<file path="config.mk">
export PLATFORM = sky130hd
export DESIGN_NAME = controle_varredura_servo
export DESIGN_NICKNAME = d
export VERILOG_FILES = /design/src/rtl/controle_varredura_servo.sv
export SDC_FILE = /design/constraint.sdc
export NUM_CORES = 1
export LEC_CHECK = 0
export BUFFER_PORTS_ARGS = -buffer_cell sky130_fd_sc_hd__buf_2
export CORE_MARGIN = 1.5
export CORE_UTILIZATION = 40
export CTS_BUF_LIST = sky130_fd_sc_hd__clkbuf_4 sky130_fd_sc_hd__clkbuf_8
export CTS_CLUSTER_DIAMETER = 100
export CTS_CLUSTER_SIZE = 30
export DETAILED_ROUTE_END_ITERATION = 6
export PLACE_DENSITY = 0.6
export SYNTH_ARGS = -nofsm -noshare
export SYNTH_HDL_FRONTEND = slang
export SYNTH_SLANG_ARGS = --single-unit
</file>
<file path="constraint.sdc">
create_clock -name clock -period 2.2 [get_ports clock]
set_clock_uncertainty 0.1 [all_clocks]
set_input_delay 0.66 -clock clock [delete_from_list [all_inputs] [get_ports clock]]
set_output_delay 0.66 -clock clock [all_outputs]
set_load 0.1 [all_outputs]
</file>
<file path="src/rtl/controle_varredura_servo.sv">
// -----------------------------------------------------------------------------
// controle_varredura_servo
//
// Sweep sequencer ahead of the turret servo PWM stage. It moves the servo
// position index back and forth between 0 and POS_MAX. At each position it
// waits a settling time, then fires a one-cycle measurement request. It waits
// for the sensor's completion pulse before it steps to the next position.
//
// Optional feature (macro SERVO_TIMEOUT_EN):
//   defined   - the measurement wait gives up after T_TIMEOUT cycles, and
//               `timeout` pulses for one cycle
//   undefined - the wait is unbounded and `timeout` is tied to 0
//
// Ports:
//   clock         in   1  system clock
//   reset         in   1  asynchronous, active-high reset
//   ligar         in   1  level; the sweep runs while high
//   pronto_medida in   1  one-cycle pulse from the sensor, measurement done
//   posicao       out  5  current position index (PWM `largura` input)
//   medir         out  1  one-cycle measurement start pulse
//   sentido       out  1  sweep direction, 0 = increasing, 1 = decreasing
//   fim_ciclo     out  1  one-cycle pulse when an endpoint reverses direction
//   timeout       out  1  one-cycle pulse when a measurement wait expires
//   db_estado     out  3  current state encoding, for debug
// -----------------------------------------------------------------------------
module controle_varredura_servo #(
    parameter int unsigned POS_MAX        = 28,
    parameter int unsigned T_ASSENTAMENTO = 25000000,
    parameter int unsigned T_TIMEOUT      = 5000000
) (
    input  logic       clock,
    input  logic       reset,
    input  logic       ligar,
    input  logic       pronto_medida,
    output logic [4:0] posicao,
    output logic       medir,
    output logic       sentido,
    output logic       fim_ciclo,
    output logic       timeout,
    output logic [2:0] db_estado
);

    localparam logic [2:0] INICIAL = 3'd0;
    localparam logic [2:0] ASSENTA = 3'd1;
    localparam logic [2:0] MEDE    = 3'd2;
    localparam logic [2:0] AGUARDA = 3'd3;
    localparam logic [2:0] AVANCA  = 3'd4;

    localparam logic [4:0]  POS_FIM        = 5'(POS_MAX);
    localparam logic [31:0] ULTIMO_ASSENTA = 32'(T_ASSENTAMENTO - 1);

    logic [2:0]  estado_q,    estado_d;
    logic [31:0] contador_q,  contador_d;
    logic [4:0]  posicao_q,   posicao_d;
    logic        sentido_q,   sentido_d;
    logic        fim_ciclo_q, fim_ciclo_d;

`ifdef SERVO_TIMEOUT_EN
    localparam logic [31:0] ULTIMO_TIMEOUT = 32'(T_TIMEOUT - 1);
    logic        timeout_q,   timeout_d;
`endif

    // Next-state, counter and position computation for the sweep FSM.
    always_comb begin
        estado_d    = estado_q;
        contador_d  = contador_q;
        posicao_d   = posicao_q;
        sentido_d   = sentido_q;
        fim_ciclo_d = 1'b0;
`ifdef SERVO_TIMEOUT_EN
        timeout_d   = 1'b0;
`endif
        // Dropping `ligar` overrides every other transition.
        if (!ligar) begin
            estado_d   = INICIAL;
            contador_d = 32'd0;
            posicao_d  = 5'd0;
            sentido_d  = 1'b0;
        end else begin
            case (estado_q)
                INICIAL: begin
                    contador_d = 32'd0;
                    posicao_d  = 5'd0;
                    sentido_d  = 1'b0;
                    estado_d   = ASSENTA;
                end
                ASSENTA: begin
                    if (contador_q == ULTIMO_ASSENTA) begin
                        contador_d = 32'd0;
                        estado_d   = MEDE;
                    end else begin
                        contador_d = contador_q + 32'd1;
                    end
                end
                MEDE: begin
                    // Any completion pulse seen here is ignored.
                    contador_d = 32'd0;
                    estado_d   = AGUARDA;
                end
                AGUARDA: begin
                    if (pronto_medida) begin
                        contador_d = 32'd0;
                        estado_d   = AVANCA;
`ifdef SERVO_TIMEOUT_EN
                    end else if (contador_q == ULTIMO_TIMEOUT) begin
                        contador_d = 32'd0;
                        timeout_d  = 1'b1;
                        estado_d   = AVANCA;
`endif
                    end else begin
                        contador_d = contador_q + 32'd1;
                    end
                end
                AVANCA: begin
                    contador_d = 32'd0;
                    estado_d   = ASSENTA;
                    // An endpoint is measured once. The sweep then reverses
                    // straight to its neighbour.
                    if (!sentido_q) begin
                        if (posicao_q >= POS_FIM) begin
                            sentido_d   = 1'b1;
                            posicao_d   = POS_FIM - 5'd1;
                            fim_ciclo_d = 1'b1;
                        end else begin
                            posicao_d = posicao_q + 5'd1;
                        end
                    end else begin
                        if (posicao_q == 5'd0) begin
                            sentido_d   = 1'b0;
                            posicao_d   = 5'd1;
                            fim_ciclo_d = 1'b1;
                        end else begin
                            posicao_d = posicao_q - 5'd1;
                        end
                    end
                end
                default: begin
                    // Codes 5-7 are unreachable. They recover to INICIAL.
                    estado_d   = INICIAL;
                    contador_d = 32'd0;
                    posicao_d  = 5'd0;
                    sentido_d  = 1'b0;
                end
            endcase
        end
    end

    // State, counter and registered output flops.
    always_ff @(posedge clock or posedge reset) begin
        if (reset) begin
            estado_q    <= INICIAL;
            contador_q  <= 32'd0;
            posicao_q   <= 5'd0;
            sentido_q   <= 1'b0;
            fim_ciclo_q <= 1'b0;
`ifdef SERVO_TIMEOUT_EN
            timeout_q   <= 1'b0;
`endif
        end else begin
            estado_q    <= estado_d;
            contador_q  <= contador_d;
            posicao_q   <= posicao_d;
            sentido_q   <= sentido_d;
            fim_ciclo_q <= fim_ciclo_d;
`ifdef SERVO_TIMEOUT_EN
            timeout_q   <= timeout_d;
`endif
        end
    end

    assign posicao   = posicao_q;
    assign sentido   = sentido_q;
    assign fim_ciclo = fim_ciclo_q;
    assign db_estado = estado_q;
    // Moore output, decoded directly from the state register.
    assign medir     = (estado_q == MEDE);

`ifdef SERVO_TIMEOUT_EN
    assign timeout = timeout_q;
`else
    assign timeout = 1'b0;
`endif

endmodule
</file>
* Word level (Yosys, flattened, before mapping)
Cells that the tools add are included.
Storage, ports and cells: bits in registers 42, output and inout bits 12, word-level logic and storage cells 44
Cells by class: add/sub/neg operators 3, order comparisons 1, equal/unequal tests 8, multiplexer cells 22, reductions and logical operators 5
Operator list (count):
- two-way mux 32 bit | 3
- one-hot mux 32 bit (2 select lines) | 1
- adder 32 x 1 -> 32 bit (second input constant) | 1
- equality test 32 x 25 -> 1 bit (second input constant) | 1
- two-way mux 5 bit | 4
- one-hot mux 3 bit (4 select lines) | 1
- one-hot mux 5 bit (2 select lines) | 1
- two-way mux 3 bit | 3
- two-way mux 1 bit | 8
- equality test 3 x 2 -> 1 bit (second input constant) | 2
- != test 3 bit (second input constant) | 2
- adder 5 x 1 -> 5 bit (second input constant) | 1
- greater-or-equal comparator 5 bit (second input constant) | 1
- zero test 5 bit | 1
- subtractor 5 x 1 -> 5 bit (second input constant) | 1
- equality test 3 x 1 -> 1 bit (second input constant) | 1
- equality test 3 bit (second input constant) | 1
- zero test 3 bit | 1
- OR reduction 3 bit | 1
- != test 2 bit (second input constant) | 1
- one-hot mux 1 bit (2 select lines) | 1
- AND reduction 2 bit | 1
- OR reduction 2 bit | 1

* Longest topological paths before layout
Gate-level depths: netlist (run 1).
depth after elaboration 5, mapped depth 7

* Least setup slack after synthesis (run 1)
No wires, ideal clock.
path type register to output, start point register estado_q[1], in the netlist db_estado[1], end point output port medir, arrival time 3298 ps, data required time 1440 ps, slack -1858 ps, cell stages (with the launch flop) 2, cell sequence dfrtp_1 nor3b_1
Between the ends: cells in the longest elaborated chain, start to end 1
Ends and longest elaborated chain:
- start, declared | line 52 | logic [2:0] estado_q, estado_d;
- start signal, assigned | line 160 | estado_q <= estado_d;
- equality test 3 x 2 -> 1 bit | line 176 | assign medir = (estado_q == MEDE);
- end, declared | line 36 | output logic medir,
No other way between the ends.

* Final worst setup path (run 1)
start point register posicao_q[2], in the netlist posicao[2], end point output port posicao[2]
RTL lines:
- start, declared | line 54 | logic [4:0] posicao_q, posicao_d;
- start signal, assigned | line 162 | posicao_q <= posicao_d;
- end, declared | line 35 | output logic [4:0] posicao,
No word-level cell between the ends.

==> results of run 1 <==
[worst register-to-register path, stage by stage, from the launching register on]
cell     delay (ns)
dfrtp_1        0.42
nand4_2        0.13
or4_1          0.66
or4_1          0.54
a21oi_1        0.15
[Yosys cell counts, drive strengths merged (5+ instances only)]
master and n:
dfrtp 42, xnor2 9, nor4 5, nand3 12, or4 12, xor2 6
a21oi 19, inv 9, clkbuf 13, o31ai 10, or3 6, nor3 6
nor2 22, nand4 15, nand2 19, and3 5, o21ai 6
[metal layers]
layer  vias up  global-route usage [%]  part of all wire (%)
met5         -                       0                     0
met2        26                   28.39                    44
met3         4                   4.114                   3.0
met1       965                   25.72                    51
li1       1019                       -                     -
met4         0                   6.207                   1.2
[worst max-delay path by stage]
stage              startpoint              to  slack [ns]  cells after the start
6_report           posicao[2]      posicao[2]         0.1                      1
4_1_cts            posicao[2]      posicao[2]        0.01                      1
3_3_place_gp   contador_q[19]  contador_q[31]        0.18                      4
5_1_grt        contador_q[19]  contador_q[31]        0.02                      4
3_5_place_dp   contador_q[19]  contador_q[31]        0.16                      4
2_1_floorplan    db_estado[1]           medir       -0.09                      1
[per-stage QoR]
step / instances / TNS, ns / total power, mW / setup slack [ns]
after detailed placement: 351 / 0 / 0.9125 / 0.1612
final: 360 / 0 / 1.421 / 0.09570
after global routing: 360 / 0 / 1.477 / 0.01705
after CTS: 359 / 0 / 1.439 / 0.01087
after global placement: 351 / 0 / 0.9123 / 0.1817
after floorplan: 260 / -0.09448 / 0.8757 / -0.09448
[what timing repair did]
item / 4_1_cts / 5_1_grt
resized for setup: 0 / 2
buffers inserted: 0 / 1
endpoints found under the setup margin: 0 / 3
[cells by family (layout without fill, tap and decap cells)]
family | after synthesis | in the layout | share of synthesized area (%)
flops | 42 | 42 | 44.59
simple gates | 121 | 121 | 29.19
compound gates | 52 | 52 | 14.17
other cells | 1 | 1 | 0.1591
fa+ha+maj | 4 | 4 | 2.123
xor+xnor | 15 | 15 | 5.573
buf+inv | 25 | 53 | 4.193
[sequential cells by signal, indices dropped and copies added, names as in the netlist]
signal      count
contador_q     32
posicao         5
fim_ciclo       1
sentido         1
db_estado       3
[where the power goes]
| part | switching, mW | leakage, nW | total (mW) | internal, mW |
|---|---|---|---|---|
| Combinational | 0.0799 | 0.496 | 0.107 | 0.0270 |
| Clock | 0.273 | 0.0472 | 0.525 | 0.252 |
| Sequential | 0.00988 | 0.574 | 0.788 | 0.779 |
[final cells by class]
class / instances / area share, %
clock buffer: 6 / 2.965
clock inverter: 2 / 0.4492
inverter: 9 / 1.213
multi-input combinational: 193 / 43.98
sequential: 42 / 38.19
tap: 72 / 3.235
timing repair buffer: 36 / 9.973
[layout by cell type, fill, tap and decap left out, types with 2 or more instances in the layout]
cell type	instances
xnor2_1	9
nor3b_1	2
nor4_1	4
clkbuf_8	6
a21oi_1	19
xor2_1	6
a31oi_1	3
or4_1	11
o21ai_0	6
nand3b_1	2
dfrtp_2	4
and4_1	4
dfrtp_4	2
o211ai_1	2
nand2_1	19
nand4b_1	2
a211o_1	2
nor3_1	6
nand2b_1	4
buf_2	12
ha_1	4
or3_1	4
o31ai_1	10
nand3_1	12
inv_1	8
dfrtp_1	36
buf_12	3
nor2_1	22
or3_2	2
buf_4	20
nand4_1	14
and3_1	5
==> results.sh, run 1 <==
export IMPL_status="finished clean"
export IMPL_die_y_um=79.77
export IMPL_synth_top_cell_area_share_pct=44.59
export IMPL_finalHoldViolCount=0
export IMPL_rsz0062_at_grt="no"
export IMPL_placed_cell_area_mm2=0.002674
export IMPL_synth_cells=260
export IMPL_synthToLayoutAreaGrowth_pct=18.15
export IMPL_ios=16
export IMPL_yosysTopAreaCell="dfrtp_1"
export IMPL_antenna_found_initial=0
export IMPL_synthArstFlopShare_pct=100.0
export IMPL_ys_ff_latch=42
export IMPL_fin_util_pct=49.67
export IMPL_r2r_end="contador_q[31]"
export IMPL_core_mm2=0.005608
export IMPL_seq_area_mm2=0.001064
export IMPL_worst_r2r_setup_slack_ns=0.14
export IMPL_h_tree_depth=2
export IMPL_period_needed_ns=2.104
export IMPL_cp_top_family="flip-flops"
export IMPL_fillCellCount=556
export IMPL_via_per_inst=5.594
export IMPL_hold_slack_ns=0.2838
export IMPL_grt_pass1_vias=1839
export IMPL_dp_hpwl_um=3713
export IMPL_synthFlopType="dfrtp_1"
export IMPL_vias=2014
export IMPL_clkLatencyLatePin_ns=0.29
export IMPL_routed_wl_um=5228
export IMPL_drtIter0Drc=94
export IMPL_min_period_over_period_pct=95.65
export IMPL_num_rows=27
export IMPL_pwr_density_cell_mw_per_mm2=510.1
export IMPL_netlist_area_mm2=0.002357
export IMPL_io_buffers=14
export IMPL_cts_root_buf="clkbuf_8"
export IMPL_drc=0
export IMPL_ant_nets=0
export IMPL_gp_congestion=0.8017
export IMPL_clock_fmax_mhz=475.2
export IMPL_die_x_um=79.77
export IMPL_cts_buffers_inserted=5
export IMPL_grt_pass1_wl_um=8935
export IMPL_final_nets=295
export IMPL_holdBufCountCts=0
export IMPL_synth_seq_area_share_pct=44.59
export IMPL_avgSynthCellArea_um2=9.066
export IMPL_cts_sinks=42
export IMPL_cpMaxStageDelayCell="dfrtp_1"
export IMPL_multiInputGateArea_mm2=0.001225
export IMPL_clockBufferDepth=2
export IMPL_tightestPinTransition_ns=0.6062
export IMPL_finalSetupViolCount=0
export IMPL_cp_required_ns=1.44
export IMPL_drive_gt1_share_pct=20.83
export IMPL_clk_pin_slew_ns=0.08
export IMPL_cp_num_buf_inv=1
export IMPL_tritoncts="built"
export IMPL_crit_type="register to output port"
export IMPL_static_leakage_power_nw=1.118
export IMPL_drt_pass1_iterations=4
export IMPL_ys_top_cells_by_area="dfrtp_1 45%, a21oi_1 4.0%, nand4_1 3.7%"
export IMPL_vdd_drop_max_uv=344.4
export IMPL_design_area_mm2=0.002785
export IMPL_grt_max_degree=43
export IMPL_n_antenna_cell=0
export IMPL_synth_warnings=0
export IMPL_synth_distinct_cells=47
export IMPL_cp_data_arrival_time_ns=1.34
export IMPL_endpoint_kind="output port"
export IMPL_r2r_cells=4
export IMPL_crit_path_start_kind="register"
export IMPL_gr_total_overflow=0
export IMPL_drv_slew=0
export IMPL_dieArea_mm2=0.006362
export IMPL_synth_nets=268
export IMPL_crit_fanout=15
export IMPL_cp_cell_sequence="clkbuf_4"
export IMPL_synth_edf_count=0
export IMPL_detail_route_wl_per_cell_um=14.52
export IMPL_grt_usage_pct=18.47
export IMPL_regToRegStartpoint="contador_q[19]"
export IMPL_slowest_delay_ns=0.61
export IMPL_drv_cap=0
export IMPL_relSlewSlack_pct=59.08
export IMPL_min_path_type="primary input to async pin"
export IMPL_initial_core_util_pct=42.03
No activity file was read; power rests on OpenSTA's default activity.
==> inputs of run 2 (changes only) <==
--- a/config.mk
+++ b/config.mk
@@ -7,5 +7,5 @@
 export LEC_CHECK = 0
 export BUFFER_PORTS_ARGS = -buffer_cell sky130_fd_sc_hd__buf_2
-export CORE_MARGIN = 1.5
+export CORE_MARGIN = 3
 export CORE_UTILIZATION = 40
 export CTS_BUF_LIST = sky130_fd_sc_hd__clkbuf_4 sky130_fd_sc_hd__clkbuf_8
@@ -14,4 +14,5 @@
 export DETAILED_ROUTE_END_ITERATION = 6
 export PLACE_DENSITY = 0.6
+export SLEW_MARGIN = 20
 export SYNTH_ARGS = -nofsm -noshare
 export SYNTH_HDL_FRONTEND = slang
==> constraint.sdc (replaced) <==
create_clock -name clock -period 2.2 [get_ports clock]
set_clock_uncertainty 0.1 [all_clocks]
set_input_delay 0.11 -clock clock [delete_from_list [all_inputs] [get_ports clock]]
set_output_delay 0.11 -clock clock [all_outputs]
set_load 0.1 [all_outputs]
==> run 2 against run 1 <==
  * Final cell count did not move
  * Maximum frequency fell by 0.27%
  * Largest power group unchanged
  * Combinational power barely moved
  * Clock power fell by 1%
  * First-iteration DRC count rose by 30%
  * Register-to-register slack got worse by 0.05 ns
  * Die area rose by 7.7%
  * Via count rose by 2.4%
  * Sequential share of layout area rose by 0.085 points
  * Count of clock-buffer cells in the layout rose by 1
  * Design area fell by 0.81%
  * Flip-flop and latch count did not move
==> results.sh, run 2 (synthesis gave the netlist of run 1 again) <==
export IMPL_status="finished clean"
export IMPL_grt_pass1_wl_um=9328
export IMPL_die_x_um=82.77
export IMPL_vdd_drop_max_uv=262.1
export IMPL_gp_congestion=0.8010
export IMPL_finalHoldViolCount=0
export IMPL_drtIter0Drc=122
export IMPL_largest_reg_flops=32
export IMPL_ios=16
export IMPL_dp_hpwl_um=3885
export IMPL_static_leakage_power_nw=1.123
export IMPL_cp_cell_sequence="nand4_2 > or4_1 > or4_1 > a21oi_1"
export IMPL_endpoint_kind="register"
export IMPL_cts_buffers_inserted=5
export IMPL_routed_wl_um=5454
export IMPL_placed_cell_area_mm2=0.002638
export IMPL_layout_common_cells="37 x dfrtp_1, 22 x nor2_1, 19 x nand2_1, 19 x a21oi_1, 17 x buf_4"
export IMPL_min_path_type="primary input to async pin"
export IMPL_grt_pass1_vias=1936
export IMPL_cpMaxStageDelayCell="or4_1"
export IMPL_io_buffers=14
export IMPL_cts_sinks=42
export IMPL_tns_ns=0
export IMPL_crit_path_start_kind="register"
export IMPL_drc=0
export IMPL_cp_data_arrival_time_ns=2.22
export IMPL_post_cts_buffers=0
export IMPL_crit_path_frequent_cell="or4_1"
export IMPL_core_mm2=0.005608
export IMPL_initial_core_util_pct=42.03
export IMPL_final_common_cell="dfrtp_1"
export IMPL_detail_route_wl_per_cell_um=15.15
export IMPL_place_ws_ns=0.1367
export IMPL_rsz0062_at_grt="no"
export IMPL_fillCellCount=563
export IMPL_clock_fmax_mhz=473.9
export IMPL_cp_required_ns=2.31
export IMPL_slowest_delay_ns=0.68
export IMPL_regToRegStartpoint="contador_q[18]"
export IMPL_clk_pin_slew_ns=0.08
export IMPL_r2r_end="contador_q[31]"
export IMPL_drv_cap=0
export IMPL_num_rows=27
export IMPL_vias=2063
export IMPL_min_period_over_period_pct=95.91
export IMPL_antenna_found_initial=0
export IMPL_drv_slew=0
export IMPL_period_needed_ns=2.110
export IMPL_design_area_mm2=0.002763
export IMPL_clkLatencyLatePin_ns=0.29
export IMPL_crit_type="register to register"
export IMPL_grt_max_degree=43
export IMPL_crit_end="contador_q[31]"
export IMPL_die_y_um=82.77
export IMPL_synthToLayoutAreaGrowth_pct=17.20
export IMPL_setup_slack_ns=0.09000
export IMPL_ant_nets=0
export IMPL_pwr_density_cell_mw_per_mm2=512.7
export IMPL_largest_register="contador_q"
export IMPL_crit_fanout=8
export IMPL_via_per_inst=5.731
export IMPL_grt_usage_pct=17.85
export IMPL_cts_root_buf="clkbuf_8"
export IMPL_critPathLaunch="contador_q[18]"
export IMPL_drt_pass1_iterations=4
export IMPL_finalSetupViolCount=0
export IMPL_clockBufferDepth=2
export IMPL_gr_total_overflow=0
export IMPL_dieArea_mm2=0.006850
export IMPL_h_tree_depth=2
export IMPL_worst_r2r_setup_slack_ns=0.09
export IMPL_drive_gt1_share_pct=19.10
export IMPL_r2r_cells=4
export IMPL_tritoncts="built"
export IMPL_final_nets=295
export IMPL_n_antenna_cell=0
run 2: cell types whose count changed in the layout (fill, tap and decap cells not counted), sizes merged:
cell         delta
dlygate4sd3     +3
buf             -2
clkinvlp        -1
run 2: per-layer routing:
layer / vias up / GRT usage, % / part of all wire (%) / wire length (um)
met5: - / 0 / 0 / 0
li1: 1018 / - / - / -
met1: 1007 / 22.28 / 45 / 2469
met2: 32 / 31.49 / 51 / 2796
met4: 0 / 4.412 / 0.84 / 46
met3: 6 / 3.579 / 2.6 / 142
run 2: what timing repair did:
item	4_1_cts	5_1_grt
endpoints found under the hold margin	45	0
hold buffers	3	0
resized for setup	0	0
run 2: layout make-up:
cell class                      count  area (um^2)  share of cell area [%]
Sequential cell                    42         1057                   38.27
Inverter                            9        33.78                   1.223
Clock inverter                      1        5.005                  0.1812
Clock buffer                        7        90.09                   3.261
Multi-Input combinational cell    193         1219                   44.11
Tap cell                           72        90.09                   3.261
Timing Repair Buffer               36        267.8                   9.692
run 2: how the worst min path moves through the flow:
stage	from	endpoint	slack (ns)	depth (start not counted)
after detailed placement	reset	contador_q[29]	0.06	3
final	reset	sentido	0.28	4
after floorplan	pronto_medida	db_estado[2]	0.14	2
after global placement	reset	contador_q[29]	0.06	3
after CTS	reset	sentido	0.30	4
after global routing	reset	contador_q[24]	0.31	4
run 2: critical path: cells and delay by family (launching register included):
kind / cells / cell delay, ns
AND/OR/NAND/NOR: 3 / 1.36
flip-flops: 1 / 0.43
AO/OA/AOI/OAI: 1 / 0.15
run 2: metrics by stage:
stage               std cells  hold slack [ns]  utilization [%]  power (mW)
floorplan                 260           0.1431                -      0.8740
detailed placement        349          0.06478            47.03      0.9115
CTS                       360           0.2967            49.26       1.445
global placement          349          0.06436            47.03      0.9109
global route              360           0.3083            49.26       1.486
finish                    360           0.2845            49.26       1.416
run 2: power by group:
part / total, mW / switching (mW) / internal (mW)
logic: 0.110 / 0.0808 / 0.0295
registers: 0.787 / 0.00971 / 0.777
clock network: 0.519 / 0.253 / 0.266
total: 1.42 / 0.344 / 1.07
==> inputs of run 3 (changes only) <==
CORE_ASPECT_RATIO = 1.75   (was not set)
==> run 3 against run 2 <==
  * Flip-flop and latch count stayed put
  * Die area rose by 0.54%
  * Final cell count is 3.1% higher
  * Hold slack better by 0.089 ns
  * Via count grew 1.6%
  * Critical path depth up 1
  * Count of clock-buffer cells in the layout stayed put
  * First-iteration DRC count is 34% lower
  * Sequential share of layout area shrank 0.75 points
  * Sequential power about the same
  * Non-clock buffer count increased by 7
  * Maximum frequency grew 3.2%
  * Critical endpoint is now contador_q[30]
==> results.sh, run 3 (synthesis gave the netlist of run 1 again) <==
export IMPL_ios=16
export IMPL_dieArea_mm2=0.006887
export IMPL_drv_cap=0
export IMPL_rsz0062_at_grt="no"
export IMPL_finalSetupViolCount=0
export IMPL_finalHoldViolCount=0
export IMPL_fin_util_pct=50.04
export IMPL_drt_pass1_iterations=4
export IMPL_die_x_um=64.03
export IMPL_synthToLayoutAreaGrowth_pct=19.53
export IMPL_die_y_um=107.6
export IMPL_detail_route_wl_per_cell_um=15.13
export IMPL_pwr_density_cell_mw_per_mm2=502.1
export IMPL_fillCellCount=540
export IMPL_crit_fanout=6
export IMPL_tns_ns=0
export IMPL_drv_slew=0
export IMPL_cp_data_arrival_time_ns=2.16
export IMPL_status="finished clean"
export IMPL_grt_pass1_wl_um=9763
export IMPL_clk_pin_slew_ns=0.08
export IMPL_crit_path_start_kind="register"
export IMPL_cts_root_buf="clkbuf_8"
export IMPL_endpoint_kind="register"
export IMPL_clock_fmax_mhz=489.1
export IMPL_largest_reg_flops=32
export IMPL_h_tree_depth=2
export IMPL_largest_register="contador_q"
export IMPL_n_antenna_cell=0
export IMPL_place_ws_ns=0.1150
export IMPL_drc=0
export IMPL_hold_slack_ns=0.3738
export IMPL_tightestPinTransition_ns=0.5351
export IMPL_vias=2095
export IMPL_gp_congestion=0.8012
export IMPL_dp_hpwl_um=4164
export IMPL_tritoncts="built"
export IMPL_crit_type="register to register"
export IMPL_clkLatencyLatePin_ns=0.29
export IMPL_vdd_drop_max_uv=299.5
export IMPL_antenna_found_initial=0
export IMPL_core_mm2=0.005630
export IMPL_drive_gt1_share_pct=21.69
export IMPL_cts_sinks=42
export IMPL_ant_nets=0
export IMPL_io_buffers=14
export IMPL_static_leakage_power_nw=1.156
export IMPL_layout_common_cells="37 x dfrtp_1, 25 x buf_4, 22 x nor2_1, 19 x nand2_1, 19 x a21oi_1"
export IMPL_num_rows=36
export IMPL_clockBufferDepth=2
export IMPL_grt_usage_pct=18.02
export IMPL_min_path_type="primary input to async pin"
export IMPL_min_period_over_period_pct=92.94
export IMPL_cp_required_ns=2.32
export IMPL_cts_buffers_inserted=5
export IMPL_via_per_inst=5.647
export IMPL_period_needed_ns=2.045
export IMPL_relSlewSlack_pct=64.33
export IMPL_setup_slack_ns=0.1553
export IMPL_gr_total_overflow=0
export IMPL_grt_pass1_vias=2098
export IMPL_final_common_cell="dfrtp_1"
export IMPL_drtIter0Drc=80
export IMPL_grt_max_degree=43
export IMPL_initial_core_util_pct=41.87
export IMPL_routed_wl_um=5612
export IMPL_final_nets=302
run 3: cell count changes in the layout (fill, tap and decap cells not counted), sizes merged:
| cell | before | now |
|---|---|---|
| buf | 33 | 40 |
run 3: final cells by class:
type / count / area [um^2] / share of cell area (%)
Multi-Input combinational cell: 193 / 1229 / 43.61
Clock buffer: 7 / 90.09 / 3.197
Sequential cell: 42 / 1057 / 37.52
Tap cell: 76 / 95.09 / 3.375
Timing Repair Buffer: 43 / 307.8 / 10.92
Inverter: 9 / 33.78 / 1.199
Clock inverter: 1 / 5.005 / 0.1776
run 3: worst paths after layout:
kind                                 from        endpoint  slack, ns  cells after the start
min reg2reg                 contador_q[0]   contador_q[0]       0.40                      1
min in group clock          contador_q[0]   contador_q[0]       0.40                      1
max reg2reg                contador_q[18]  contador_q[30]       0.16                      5
min                                 reset         sentido       0.37                      4
max in group asynchronous           reset      posicao[4]       1.22                      4
max                        contador_q[18]  contador_q[30]       0.16                      5
run 3: stage by stage:
stage | total power [mW] | instance area (um^2) | std cells
after global placement | 0.9056 | 2675 | 359
final | 1.415 | 2818 | 371
after detailed placement | 0.9065 | 2675 | 359
after floorplan | 0.8740 | 2375 | 260
after global routing | 1.478 | 2818 | 371
after CTS | 1.438 | 2800 | 370
run 3: metal layers:
metal  track usage, %  share of wire (%)  up-vias
li1                 -                  -     1034
met1            18.55                 38     1019
met2            35.75                 58       35
met3            2.926                2.5        7
met4            5.410                1.6        0
met5                0                  0        -
run 3: where the power goes:
| group | internal, mW | switching [mW] | total [mW] |
|---|---|---|---|
| Sequential | 0.777 | 0.00983 | 0.787 |
| Clock | 0.266 | 0.257 | 0.523 |
| Combinational | 0.0268 | 0.0781 | 0.105 |
run 3: worst max-delay path, stage by stage, from the launching register on:
cell	delay, ns
dfrtp_1	0.43
nand4_2	0.14
buf_4	0.17
or3_2	0.50
or4_1	0.47
a21oi_1	0.16
run 3: repair_timing:
| action | 4_1_cts | 5_1_grt |
|---|---|---|
| gates resized for setup | 0 | 2 |
| setup endpoints to repair | 0 | 6 |
| buffers inserted | 0 | 1 |
| hold endpoints to repair | 45 | 0 |
| hold buffers | 3 | 0 |
